$ cat src/rtl/eeprom_param_store_pkg.sv
// Shared definitions for the EEPROM parameter store: transceiver opcodes and sequencer states.
// Opcode values must match the AT93C46 transceiver.
package eeprom_param_store_pkg;

  typedef enum logic [1:0] {
    OP_EWEN  = 2'b00,
    OP_WRITE = 2'b01,
    OP_READ  = 2'b10
  } ee_op_e;

  localparam logic [5:0] EWEN_ADDR = 6'b110000;
  localparam int unsigned WAIT_HI_CLKS = 4;

  typedef enum logic [2:0] {
    S_IDLE,
    S_EWEN,
    S_ISSUE,
    S_WAIT_HI,
    S_WAIT_LO,
    S_NEXT
  } state_e;

endpackage

$ cat src/rtl/eeprom_param_regfile.sv
// 16-bit parameter register file: sequencer and CPU write ports (sequencer wins on
// collision), two asynchronous read ports. CPU indices >= NWORDS are ignored / read 0.
module eeprom_param_regfile #(
  parameter int unsigned NWORDS = 8,
  parameter int unsigned AW     = 3
) (
  input  logic          i_clk,
  input  logic          i_rst,
  input  logic          i_seq_we,
  input  logic [AW-1:0] i_seq_idx,
  input  logic [15:0]   i_seq_wdata,
  input  logic          i_cpu_we,
  input  logic [AW-1:0] i_cpu_addr,
  input  logic [15:0]   i_cpu_wdata,
  output logic [15:0]   o_seq_rdata_c,
  output logic [15:0]   o_cpu_rdata_c
);

  localparam int unsigned DEPTH = 2 ** AW;

  logic [15:0] r_mem [DEPTH];
  logic        w_cpu_in_range;

  assign w_cpu_in_range = 32'(i_cpu_addr) < NWORDS;

  always_ff @(posedge i_clk or posedge i_rst) begin
    if (i_rst) begin
      for (int i = 0; i < int'(DEPTH); i++) r_mem[i] <= 16'h0000;
    end else begin
      if (i_cpu_we && w_cpu_in_range) r_mem[i_cpu_addr] <= i_cpu_wdata;
      // Later assignment takes effect, giving the sequencer priority on the same index.
      if (i_seq_we) r_mem[i_seq_idx] <= i_seq_wdata;
    end
  end

  assign o_seq_rdata_c = r_mem[i_seq_idx];
  assign o_cpu_rdata_c = w_cpu_in_range ? r_mem[i_cpu_addr] : 16'h0000;

endmodule

$ cat src/rtl/eeprom_param_store.sv
// Command sequencer in front of the AT93C46 transceiver: loads the parameter register
// file from EEPROM (READ per word) or saves it back (EWEN, then WRITE per word).
module eeprom_param_store
  import eeprom_param_store_pkg::*;
#(
  parameter int unsigned NWORDS    = 8,
  parameter int unsigned AW        = 3,
  parameter logic [5:0]  BASE_ADDR = 6'd0,
  parameter bit          AUTOLOAD  = 1'b1,
  parameter int unsigned TO_BITS   = 20
) (
  input  logic          i_clk,
  input  logic          i_rst,
  input  logic          i_load,
  input  logic          i_save,
  input  logic [AW-1:0] i_reg_addr,
  input  logic [15:0]   i_reg_wdata,
  input  logic          i_reg_we,
  output logic [15:0]   o_reg_rdata_c,
  output logic          o_busy,
  output logic          o_done,
  output logic          o_error,
  output logic          o_valid,
  output logic          o_ee_send,
  output logic [1:0]    o_ee_opcode,
  output logic [5:0]    o_ee_address,
  output logic [15:0]   o_ee_data,
  input  logic [15:0]   i_ee_q,
  input  logic          i_ee_busy
);

  state_e             r_state;
  ee_op_e             r_op;
  logic [AW-1:0]      r_idx;
  logic [TO_BITS-1:0] r_cnt;
  logic               r_autoload;
  logic               r_busy;
  logic               r_done;
  logic               r_error;
  logic               r_valid;
  logic               r_send;
  logic [1:0]         r_opcode;
  logic [5:0]         r_address;
  logic [15:0]        r_data;

  logic               w_seq_we;
  logic [15:0]        w_seq_rdata;

  // A READ result is captured in the same clock the sequencer leaves WAIT_LO.
  assign w_seq_we = (r_state == S_WAIT_LO) && !i_ee_busy && (r_op == OP_READ);

  eeprom_param_regfile #(
    .NWORDS (NWORDS),
    .AW     (AW)
  ) u_regfile (
    .i_clk         (i_clk),
    .i_rst         (i_rst),
    .i_seq_we      (w_seq_we),
    .i_seq_idx     (r_idx),
    .i_seq_wdata   (i_ee_q),
    .i_cpu_we      (i_reg_we && !r_busy),
    .i_cpu_addr    (i_reg_addr),
    .i_cpu_wdata   (i_reg_wdata),
    .o_seq_rdata_c (w_seq_rdata),
    .o_cpu_rdata_c (o_reg_rdata_c)
  );

  always_ff @(posedge i_clk or posedge i_rst) begin
    if (i_rst) begin
      r_state    <= S_IDLE;
      r_op       <= OP_READ;
      r_idx      <= '0;
      r_cnt      <= '0;
      r_autoload <= AUTOLOAD;
      r_busy     <= 1'b0;
      r_done     <= 1'b0;
      r_error    <= 1'b0;
      r_valid    <= 1'b0;
      r_send     <= 1'b0;
      r_opcode   <= 2'b00;
      r_address  <= 6'd0;
      r_data     <= 16'h0000;
    end else begin
      r_done     <= 1'b0;
      r_send     <= 1'b0;
      r_autoload <= 1'b0;
      case (r_state)
        S_IDLE: begin
          if (i_load || r_autoload) begin
            r_busy  <= 1'b1;
            r_error <= 1'b0;
            r_valid <= 1'b0;
            r_idx   <= '0;
            r_op    <= OP_READ;
            r_state <= S_ISSUE;
          end else if (i_save) begin
            r_busy  <= 1'b1;
            r_error <= 1'b0;
            r_idx   <= '0;
            r_op    <= OP_EWEN;
            r_state <= S_EWEN;
          end
        end
        S_EWEN: begin
          r_send    <= 1'b1;
          r_opcode  <= OP_EWEN;
          r_address <= EWEN_ADDR;
          r_data    <= 16'h0000;
          r_cnt     <= '0;
          r_state   <= S_WAIT_HI;
        end
        S_ISSUE: begin
          r_send    <= 1'b1;
          r_opcode  <= r_op;
          r_address <= 6'(BASE_ADDR + 6'(r_idx));
          r_data    <= (r_op == OP_WRITE) ? w_seq_rdata : 16'h0000;
          r_cnt     <= '0;
          r_state   <= S_WAIT_HI;
        end
        S_WAIT_HI: begin
          if (i_ee_busy) begin
            r_cnt   <= '0;
            r_state <= S_WAIT_LO;
          end else if (r_cnt == TO_BITS'(WAIT_HI_CLKS - 1)) begin
            r_error <= 1'b1;
            r_busy  <= 1'b0;
            r_done  <= 1'b1;
            r_state <= S_IDLE;
          end else begin
            r_cnt <= r_cnt + TO_BITS'(1);
          end
        end
        S_WAIT_LO: begin
          if (!i_ee_busy) begin
            r_cnt <= '0;
            if (r_op == OP_EWEN) begin
              r_op    <= OP_WRITE;
              r_idx   <= '0;
              r_state <= S_ISSUE;
            end else begin
              r_state <= S_NEXT;
            end
          end else if (r_cnt == '1) begin
            r_error <= 1'b1;
            r_busy  <= 1'b0;
            r_done  <= 1'b1;
            r_state <= S_IDLE;
          end else begin
            r_cnt <= r_cnt + TO_BITS'(1);
          end
        end
        S_NEXT: begin
          if (r_idx == AW'(NWORDS - 1)) begin
            r_busy  <= 1'b0;
            r_done  <= 1'b1;
            if (r_op == OP_READ) r_valid <= 1'b1;
            r_state <= S_IDLE;
          end else begin
            r_idx   <= r_idx + AW'(1);
            r_state <= S_ISSUE;
          end
        end
        default: r_state <= S_IDLE;
      endcase
    end
  end

  assign o_busy       = r_busy;
  assign o_done       = r_done;
  assign o_error      = r_error;
  assign o_valid      = r_valid;
  assign o_ee_send    = r_send;
  assign o_ee_opcode  = r_opcode;
  assign o_ee_address = r_address;
  assign o_ee_data    = r_data;

endmodule

$ cat config.mk
export PLATFORM = sky130hd
export DESIGN_NAME = eeprom_param_store
export DESIGN_NICKNAME = d
export VERILOG_FILES = /design/src/rtl/eeprom_param_store_pkg.sv /design/src/rtl/eeprom_param_regfile.sv /design/src/rtl/eeprom_param_store.sv
export SDC_FILE = /design/constraint.sdc
export NUM_CORES = 1
export LEC_CHECK = 0
export BUFFER_PORTS_ARGS = -buffer_cell sky130_fd_sc_hd__buf_2
export CORE_MARGIN = 1.5
export CORE_UTILIZATION = 54
export CTS_BUF_LIST = sky130_fd_sc_hd__clkbuf_8
export CTS_CLUSTER_DIAMETER = 40
export DETAILED_ROUTE_END_ITERATION = 7
export PLACE_DENSITY = 0.76
export SKIP_CTS_REPAIR_TIMING = 1
export SLEW_MARGIN = 0
export SYNTH_ARGS = -nofsm -noshare
export SYNTH_HDL_FRONTEND = slang
export SYNTH_SLANG_ARGS = --single-unit
$ cat constraint.sdc
create_clock -name i_clk -period 7.55 [get_ports i_clk]
set_clock_uncertainty 0.1 [all_clocks]
set_input_delay 1.51 -clock i_clk [delete_from_list [all_inputs] [get_ports i_clk]]
set_output_delay 1.51 -clock i_clk [all_outputs]
set_load 0.005 [all_outputs]
==> results of run 1 <==
## stage by stage
step	setup slack [ns]	cells	hold slack, ns	total power, mW
3_3_place_gp	2.75	1354	0.356	2.79
5_1_grt	2.64	1386	0.422	3.70
4_1_cts	2.71	1386	0.388	3.48
3_5_place_dp	2.71	1354	0.365	2.85
2_1_floorplan	0.943	1099	0.370	2.46
6_report	2.70	1386	0.381	3.49
## cells by family after synthesis
group                    share of synthesized area [%]
AND/OR/NAND/NOR                                   13.3
AO/OA/AOI/OAI                                     13.3
multiplexers                                      25.2
flip-flops                                        42.3
buffers and inverters                             4.95
XOR/XNOR                                         0.482
adder cells (fa/ha/maj)                          0.459
other                                           0.0344
## critical path, delay by kind of cell
family,cells,cell delay (ns)
buf+inv,2,0.85
mux,2,0.86
## cell type report
class / count / area, um2 / area share, %
clock buffers: 18 / 248 / 2.11
clock inverters: 14 / 111 / 0.948
inverters: 13 / 53.8 / 0.458
multi-input cells: 786 / 5800 / 49.3
flip-flops and latches: 184 / 4610 / 39.2
well taps: 265 / 332 / 2.82
repair buffers: 106 / 598 / 5.09
## power groups by stage
stage	sequential, mW	combinational, mW	clock (mW)
6_report	1.68	1.18	0.632
5_1_grt	1.72	1.31	0.677
4_1_cts	1.66	1.18	0.639
3_5_place_dp	1.68	1.18	0
3_3_place_gp	1.66	1.13	0
2_1_floorplan	1.54	0.923	0
## path summary, 6_finish.rpt
path,from,end,slack (ns),cells past startpoint
worst max-delay path,i_reg_addr[2],o_reg_rdata_c[15],2.70,4
worst min-delay path,o_ee_data[10],o_ee_data[10],0.38,2
worst max register to register,r_state[2],u_regfile.r_mem[69],4.45,6
worst min register to register,o_ee_data[10],o_ee_data[10],0.38,2
max in group asynchronous,i_rst,r_idx[1],5.31,3
min in group asynchronous,i_rst,u_regfile.r_mem[34],1.14,3
## per-layer routing
| metal | vias up | global-route usage (%) |
|---|---|---|
| met4 | 2 | 11.4 |
| met2 | 412 | 46.1 |
| met5 | - | 0 |
| met1 | 4378 | 39.6 |
| li1 | 3979 | - |
| met3 | 59 | 4.91 |
## state kept, by name, summed over array words and instances, names as in the netlist
signal / flops
o_busy: 1
o_done: 1
o_ee_address: 4
o_ee_data: 16
o_ee_opcode: 2
o_ee_send: 1
o_error: 1
o_valid: 1
r_autoload: 1
r_cnt: 20
r_idx: 3
r_op: 2
r_state: 3
u_regfile.r_mem: 128
## placed cells by master (no fill, tap or decap), types with 10 or more instances in the layout
| cell type | netlist | routed |
|---|---|---|
| nand3_1 | 16 | 16 |
| buf_4 | 6 | 21 |
| o21ai_1 | 15 | 15 |
| nand2_1 | 130 | 130 |
| a22oi_1 | 19 | 19 |
| mux4_2 | 46 | 46 |
| nor2_1 | 83 | 82 |
| inv_1 | 13 | 15 |
| nor3_1 | 10 | 10 |
| o21ai_0 | 99 | 99 |
| clkbuf_8 | 0 | 18 |
| buf_2 | 26 | 84 |
| a21oi_1 | 65 | 65 |
| mux2_2 | 25 | 25 |
| nand4_1 | 11 | 11 |
| dfrtp_1 | 182 | 180 |
| mux2i_1 | 143 | 143 |
| a22o_1 | 11 | 11 |
==> run_results.csv, run 1 <==
group,metric,value,unit
sta,fmax,206,MHz
floorplan,die_x,145,um
pwr,irDropWorstVdd,0.149,mV
sta,worst_pin_slew,1.19,ns
final_layout,final_core_util,59.8,%
cts,clk_path_buf_depth,2,
route,finalWirelength,29800,um
logic_synthesis,yosys_warnings,0,
logic_synthesis,synth_cell_type_count,58,
cts,cts_sinks,184,
pwr,power.switching,1.29,mW
logic_synthesis,synth_ff_type,"dfrtp_1",
route,via_per_inst,6.37,
cts,cts_tree,"done",
global_route,grt_pass1_vias,8510,
cts,clock_latency,0.48,ns
sta,period_needed,4.85,ns
setup_path,cpMostUsedCell,"buf_2",
global_route,grt_pass1_wl,47500,um
floorplan,num_rows,51,
pwr,internal-power,2.20,mW
setup_path,cp_max_fo,40,
final_layout,syn_to_final_growth,7.82,%
logic_synthesis,netlist_area,10900,um2
pwr,power_density,297,nW/um2
sta,max-slew-margin-rel,20.5,%
place,dp_hpwl,18900,um
final_layout,antenna_cells,0,
final_layout,drive_above_1_share,19.8,%
cts,clock-root-buffer,"clkbuf_8",
logic_synthesis,ys_ff_latch,184,
route,dr_wl_met3,2260,um
logic_synthesis,avgSynthCellArea,9.92,um2
pwr,p_leak,5.19,nW
sta,tns,0,ns
setup_path,cpPeakStageDelay,0.73,ns
route,wl_met2,14200,um
setup_path,required,5.94,ns
final_layout,stdcell_area,11700,um2
route,firstDrtPassIters,6,
setup_path,slowest_stage,"buf_2",
cts,numCtsBuffers,17,
route,top_layer_used,"met5",
setup_path,cp.arrival,3.24,ns
sta,finalHoldViolCount,0,
global_route,overflow,0,
run,drv_cap,0,
final_layout,fin_nets,1153,
cts,clk_pin_slew,0.09,ns
logic_synthesis,netlist.area_leader.share,41.8,%
setup_path,path_class,"in -> out",
sta,slew_violations,0,
place,place.gp.congestion,0.889,
route,drcViolationCount,0,
pwr,swShare,36.9,%
hold_path,min_path_type,"reg -> reg",
logic_synthesis,synth_seq_area_share,42.3,%
logic_synthesis,synth_commonest_cells,"dfrtp_1 (182), mux2i_1 (143), nand2_1 (130), o21ai_0 (99), nor2_1 (83)",
route,via_count,8830,
pwr,clockPowerShare,18.1,%
setup_path,end_kind,"output port",
setup_path,critPathLaunchType,"input pin",
setup_path,path_cells,"buf_2, mux4_2, mux2_2, buf_2",
logic_synthesis,synthCells,1098,
global_route,grt_max_degree,185,
place,port_buffers,84,
floorplan,coreArea,19700,um2
logic_synthesis,synth_most_common_cell,"dfrtp_1",
floorplan,die_h,145,um
sta,period_share,64.2,%
route,drtAntennaViolNets,0,
floorplan,dieArea,21000,um2
floorplan,ios,86,
final_layout,nFillCells,1694,
route,wl_met1,12600,um
logic_synthesis,async_reset_ff_share,100,%
route,wire_per_inst,21.5,um
pwr,seq_power_share,48.1,%
floorplan,initial_core_util,55.4,%
sta,setup_violations,0,
cts,cts_max_level,4,
global_route,grt_antenna_before_repair,1,
place,placed_area,11400,um2
logic_synthesis,synth_top_area_cell,"dfrtp_1",
run_status,status,"completed",
global_route,grt_usage,28.9,%
sta,grt_setup_unrepaired,"no",
route,drt_iter0_drc,855,
logic_synthesis,synth_edf_count,0,
logic_synthesis,synthTopCellsByArea,"dfrtp_1 (42%), mux2i_1 (13%), mux4_2 (9.5%)",
pwr,p_comb_share,33.8,%
Note: power is estimated with default switching activity, not from simulation.
==> run 2: changes to the inputs <==
--- a/config.mk
+++ b/config.mk
@@ -5,6 +5,7 @@
 export SDC_FILE = /design/constraint.sdc
 export NUM_CORES = 1
 export LEC_CHECK = 0
+export ABC_AREA = 1
 export BUFFER_PORTS_ARGS = -buffer_cell sky130_fd_sc_hd__buf_2
 export CORE_MARGIN = 1.5
 export CORE_UTILIZATION = 54
==> constraint.sdc (replaced) <==
create_clock -name i_clk -period 4.7 [get_ports i_clk]
set_clock_uncertainty 0.1 [all_clocks]
set_input_delay 0.94 -clock i_clk [delete_from_list [all_inputs] [get_ports i_clk]]
set_output_delay 0.94 -clock i_clk [all_outputs]
set_load 0.005 [all_outputs]
==> run 2 against run 1 <==
Sequential power grew 54%. Register-to-register slack worse by 3.0 ns. Die area rose by 1.4%. Design area rose by 2.9%. The flow now finishes with violations (DRC). Hold slack improved by 0.0019 ns. Global-route usage grew 4.5 points. Largest power group unchanged. Synthesized cell count up 46%. Critical path type unchanged.
==> run_results.csv, run 2 <==
group,metric,value,unit
global_route,grt_pass1_vias,10500,
run,drv_cap,0,
logic_synthesis,avgSynthCellArea,6.87,um2
final_layout,multi_input_area,5430,um2
global_route,grt_usage,33.4,%
route,finalWirelength,35400,um
cts,clk_pin_slew,0.09,ns
final_layout,antenna_cells,0,
setup_path,cpPeakStageDelay,0.56,ns
sta,setup_violations,0,
final_layout,fin_cells,1928,
sta,worst_pin_slew,1.20,ns
logic_synthesis,netlist_area,11000,um2
logic_synthesis,yosys_warnings,0,
route,drcViolationCount,1,
sta,grt_setup_unrepaired,"no",
setup_path,r2r_slack,1.44,ns
final_layout,layout.cells.most_common_list,"nand2_1 (494), o21ai_0 (331), dfrtp_1 (182)",
floorplan,initial_core_util,54.8,%
pwr,power.switching,2.40,mW
final_layout,fin_nets,1690,
logic_synthesis,synth_commonest_cells,"nand2_1 (494), o21ai_0 (331), dfrtp_1 (182), inv_1 (168), nor2_1 (76)",
floorplan,ios,86,
run_status,status,"complete, but fails checks",
sta,finalHoldViolCount,0,
global_route,grt_max_degree,143,
sta,slew_violations,0,
final_layout,final_core_util,59.9,%
setup_path,end_kind,"output port",
global_route,grt_pass1_wl,55900,um
cts,cts_sinks,184,
floorplan,die_x,146,um
route,via_per_inst,5.92,
route,via_count,11400,
logic_synthesis,ys_ff_latch,184,
pwr,swShare,40.5,%
setup_path,cpMostUsedCell,"buf_2",
logic_synthesis,synthTopCellsByArea,"dfrtp_1 (41%), nand2_1 (17%), o21ai_0 (15%)",
sta,fmax,285,MHz
floorplan,num_rows,52,
cts,clock-root-buffer,"clkbuf_8",
pwr,seq_power_share,43.6,%
hold_path,min_path_type,"reg -> reg",
logic_synthesis,synth_cell_type_count,35,
setup_path,cp.arrival,2.47,ns
global_route,overflow,0,
sta,whs,0.383,ns
cts,clk_path_buf_depth,2,
final_layout,regMostFlops,"u_regfile.r_mem",
pwr,internal-power,3.52,mW
cts,cts_tree,"done",
logic_synthesis,synth_ff_type,"dfrtp_1",
place,place_inst,1896,
sta,period_needed,3.51,ns
logic_synthesis,synth_top_area_cell,"dfrtp_1",
route,wire_per_inst,18.4,um
final_layout,syn_to_final_growth,9.45,%
logic_synthesis,async_reset_ff_share,100,%
final_layout,nFillCells,1910,
setup_path,slowest_stage,"nand2_1",
sta,max-slew-margin-rel,19.8,%
setup_path,required,3.66,ns
final_layout,stdcell_area,12100,um2
pwr,clockPowerShare,20.0,%
route,firstDrtPassIters,8,
pwr,p_leak,5.94,nW
global_route,grt_antenna_before_repair,0,
setup_path,cp_max_fo,17,
route,drt_iter0_drc,1224,
place,port_buffers,84,
setup_path,cp_num_buf_inv,3,
final_layout,ff_latch_area,4610,um2
floorplan,die_h,146,um
final_layout,largest_register_ffs,128,
floorplan,dieArea,21300,um2
logic_synthesis,synthCells,1607,
place,dp_hpwl,23100,um
cts,clock_latency,0.48,ns
pwr,irDropWorstVdd,0.212,mV
place,place.gp.congestion,0.955,
final_layout,mostFrequentLayoutCell,"nand2_1",
floorplan,coreArea,20200,um2
pwr,p_comb_share,36.4,%
pwr,power_density,489,nW/um2
run_status,violations,"DRC",
sta,period_share,74.7,%
logic_synthesis,netlist.area_leader.share,41.2,%
place,placed_area,11700,um2
final_layout,drive_above_1_share,9.29,%
logic_synthesis,synth_most_common_cell,"nand2_1",
setup_path,path_cells,"buf_2, inv_1, nand2_1, a21oi_1, o21ai_0, o2111ai_1, buf_2",
logic_synthesis,synth_edf_count,0,
setup_path,path_class,"in -> out",
setup_path,critical_path.top_delay_family,"simple AND/OR/NAND/NOR gates",
cts,numCtsBuffers,17,
logic_synthesis,synth_seq_area_share,41.7,%
sta,tns,0,ns
route,drtAntennaViolNets,0,
cts,cts_max_level,4,
setup_path,critPathLaunchType,"input pin",
run 2: path summary, 6_finish.rpt:
kind                               start              endpoint  cells after the start
setup / recovery           i_reg_addr[1]      o_reg_rdata_c[2]                      7
hold / removal             o_ee_data[15]         o_ee_data[15]                      2
setup reg to reg                r_idx[0]   u_regfile.r_mem[94]                      5
hold reg to reg            o_ee_data[15]         o_ee_data[15]                      2
max in group asynchronous          i_rst         o_ee_data[14]                      3
min in group asynchronous          i_rst  u_regfile.r_mem[111]                      3
run 2: layout make-up:
class / count / share of cell area, %
clock buffers: 17 / 1.94
well taps: 270 / 2.79
repair buffers: 109 / 5.13
multi-input cells: 1158 / 44.9
inverters: 175 / 5.46
flip-flops and latches: 184 / 38.1
clock inverters: 15 / 1.67
run 2: cells by family (layout without fill, tap and decap cells):
family                     after synthesis  count (layout)  synth area share, %
other                                    1               2               0.0339
DFF                                    184             184                 41.7
buffers and inverters                  266             316                 9.32
and+or+nand+nor                        685             685                 25.3
adders and majority gates                4               4                0.453
AOI/OAI and AO/OA                      461             461                 22.7
xor gates and xnor gates                 6               6                0.476
run 2: through the flow:
stage                     power, mW  setup slack [ns]
after global routing           6.38              1.11
after CTS                      5.88              1.23
after floorplan                4.06              1.30
final                          5.92              1.19
after detailed placement       4.70              1.24
after global placement         4.63              1.26
run 2: worst register-to-register path: cells and delay by family, from the launching register on:
family	cells	cell delay [ns]
buffers and inverters	2	0.93
AO/OA/AOI/OAI	1	0.46
AND/OR/NAND/NOR	2	1.15
flip-flops	1	0.51
run 2: power groups by stage:
| stage | sequential, mW | clock, mW | combinational [mW] |
|---|---|---|---|
| 2_1_floorplan | 2.47 | 0 | 1.58 |
| 3_3_place_gp | 2.58 | 0 | 2.05 |
| 3_5_place_dp | 2.58 | 0 | 2.11 |
| 4_1_cts | 2.56 | 1.20 | 2.12 |
| 5_1_grt | 2.63 | 1.26 | 2.49 |
| 6_report | 2.58 | 1.18 | 2.15 |
run 2: routing by layer:
layer	vias up	wire length, um	track usage, %
met4	0	1190	13.6
met2	648	15900	52.7
met3	99	4040	6.41
li1	5396	-	-
met5	-	0	0
met1	5271	14200	45.6
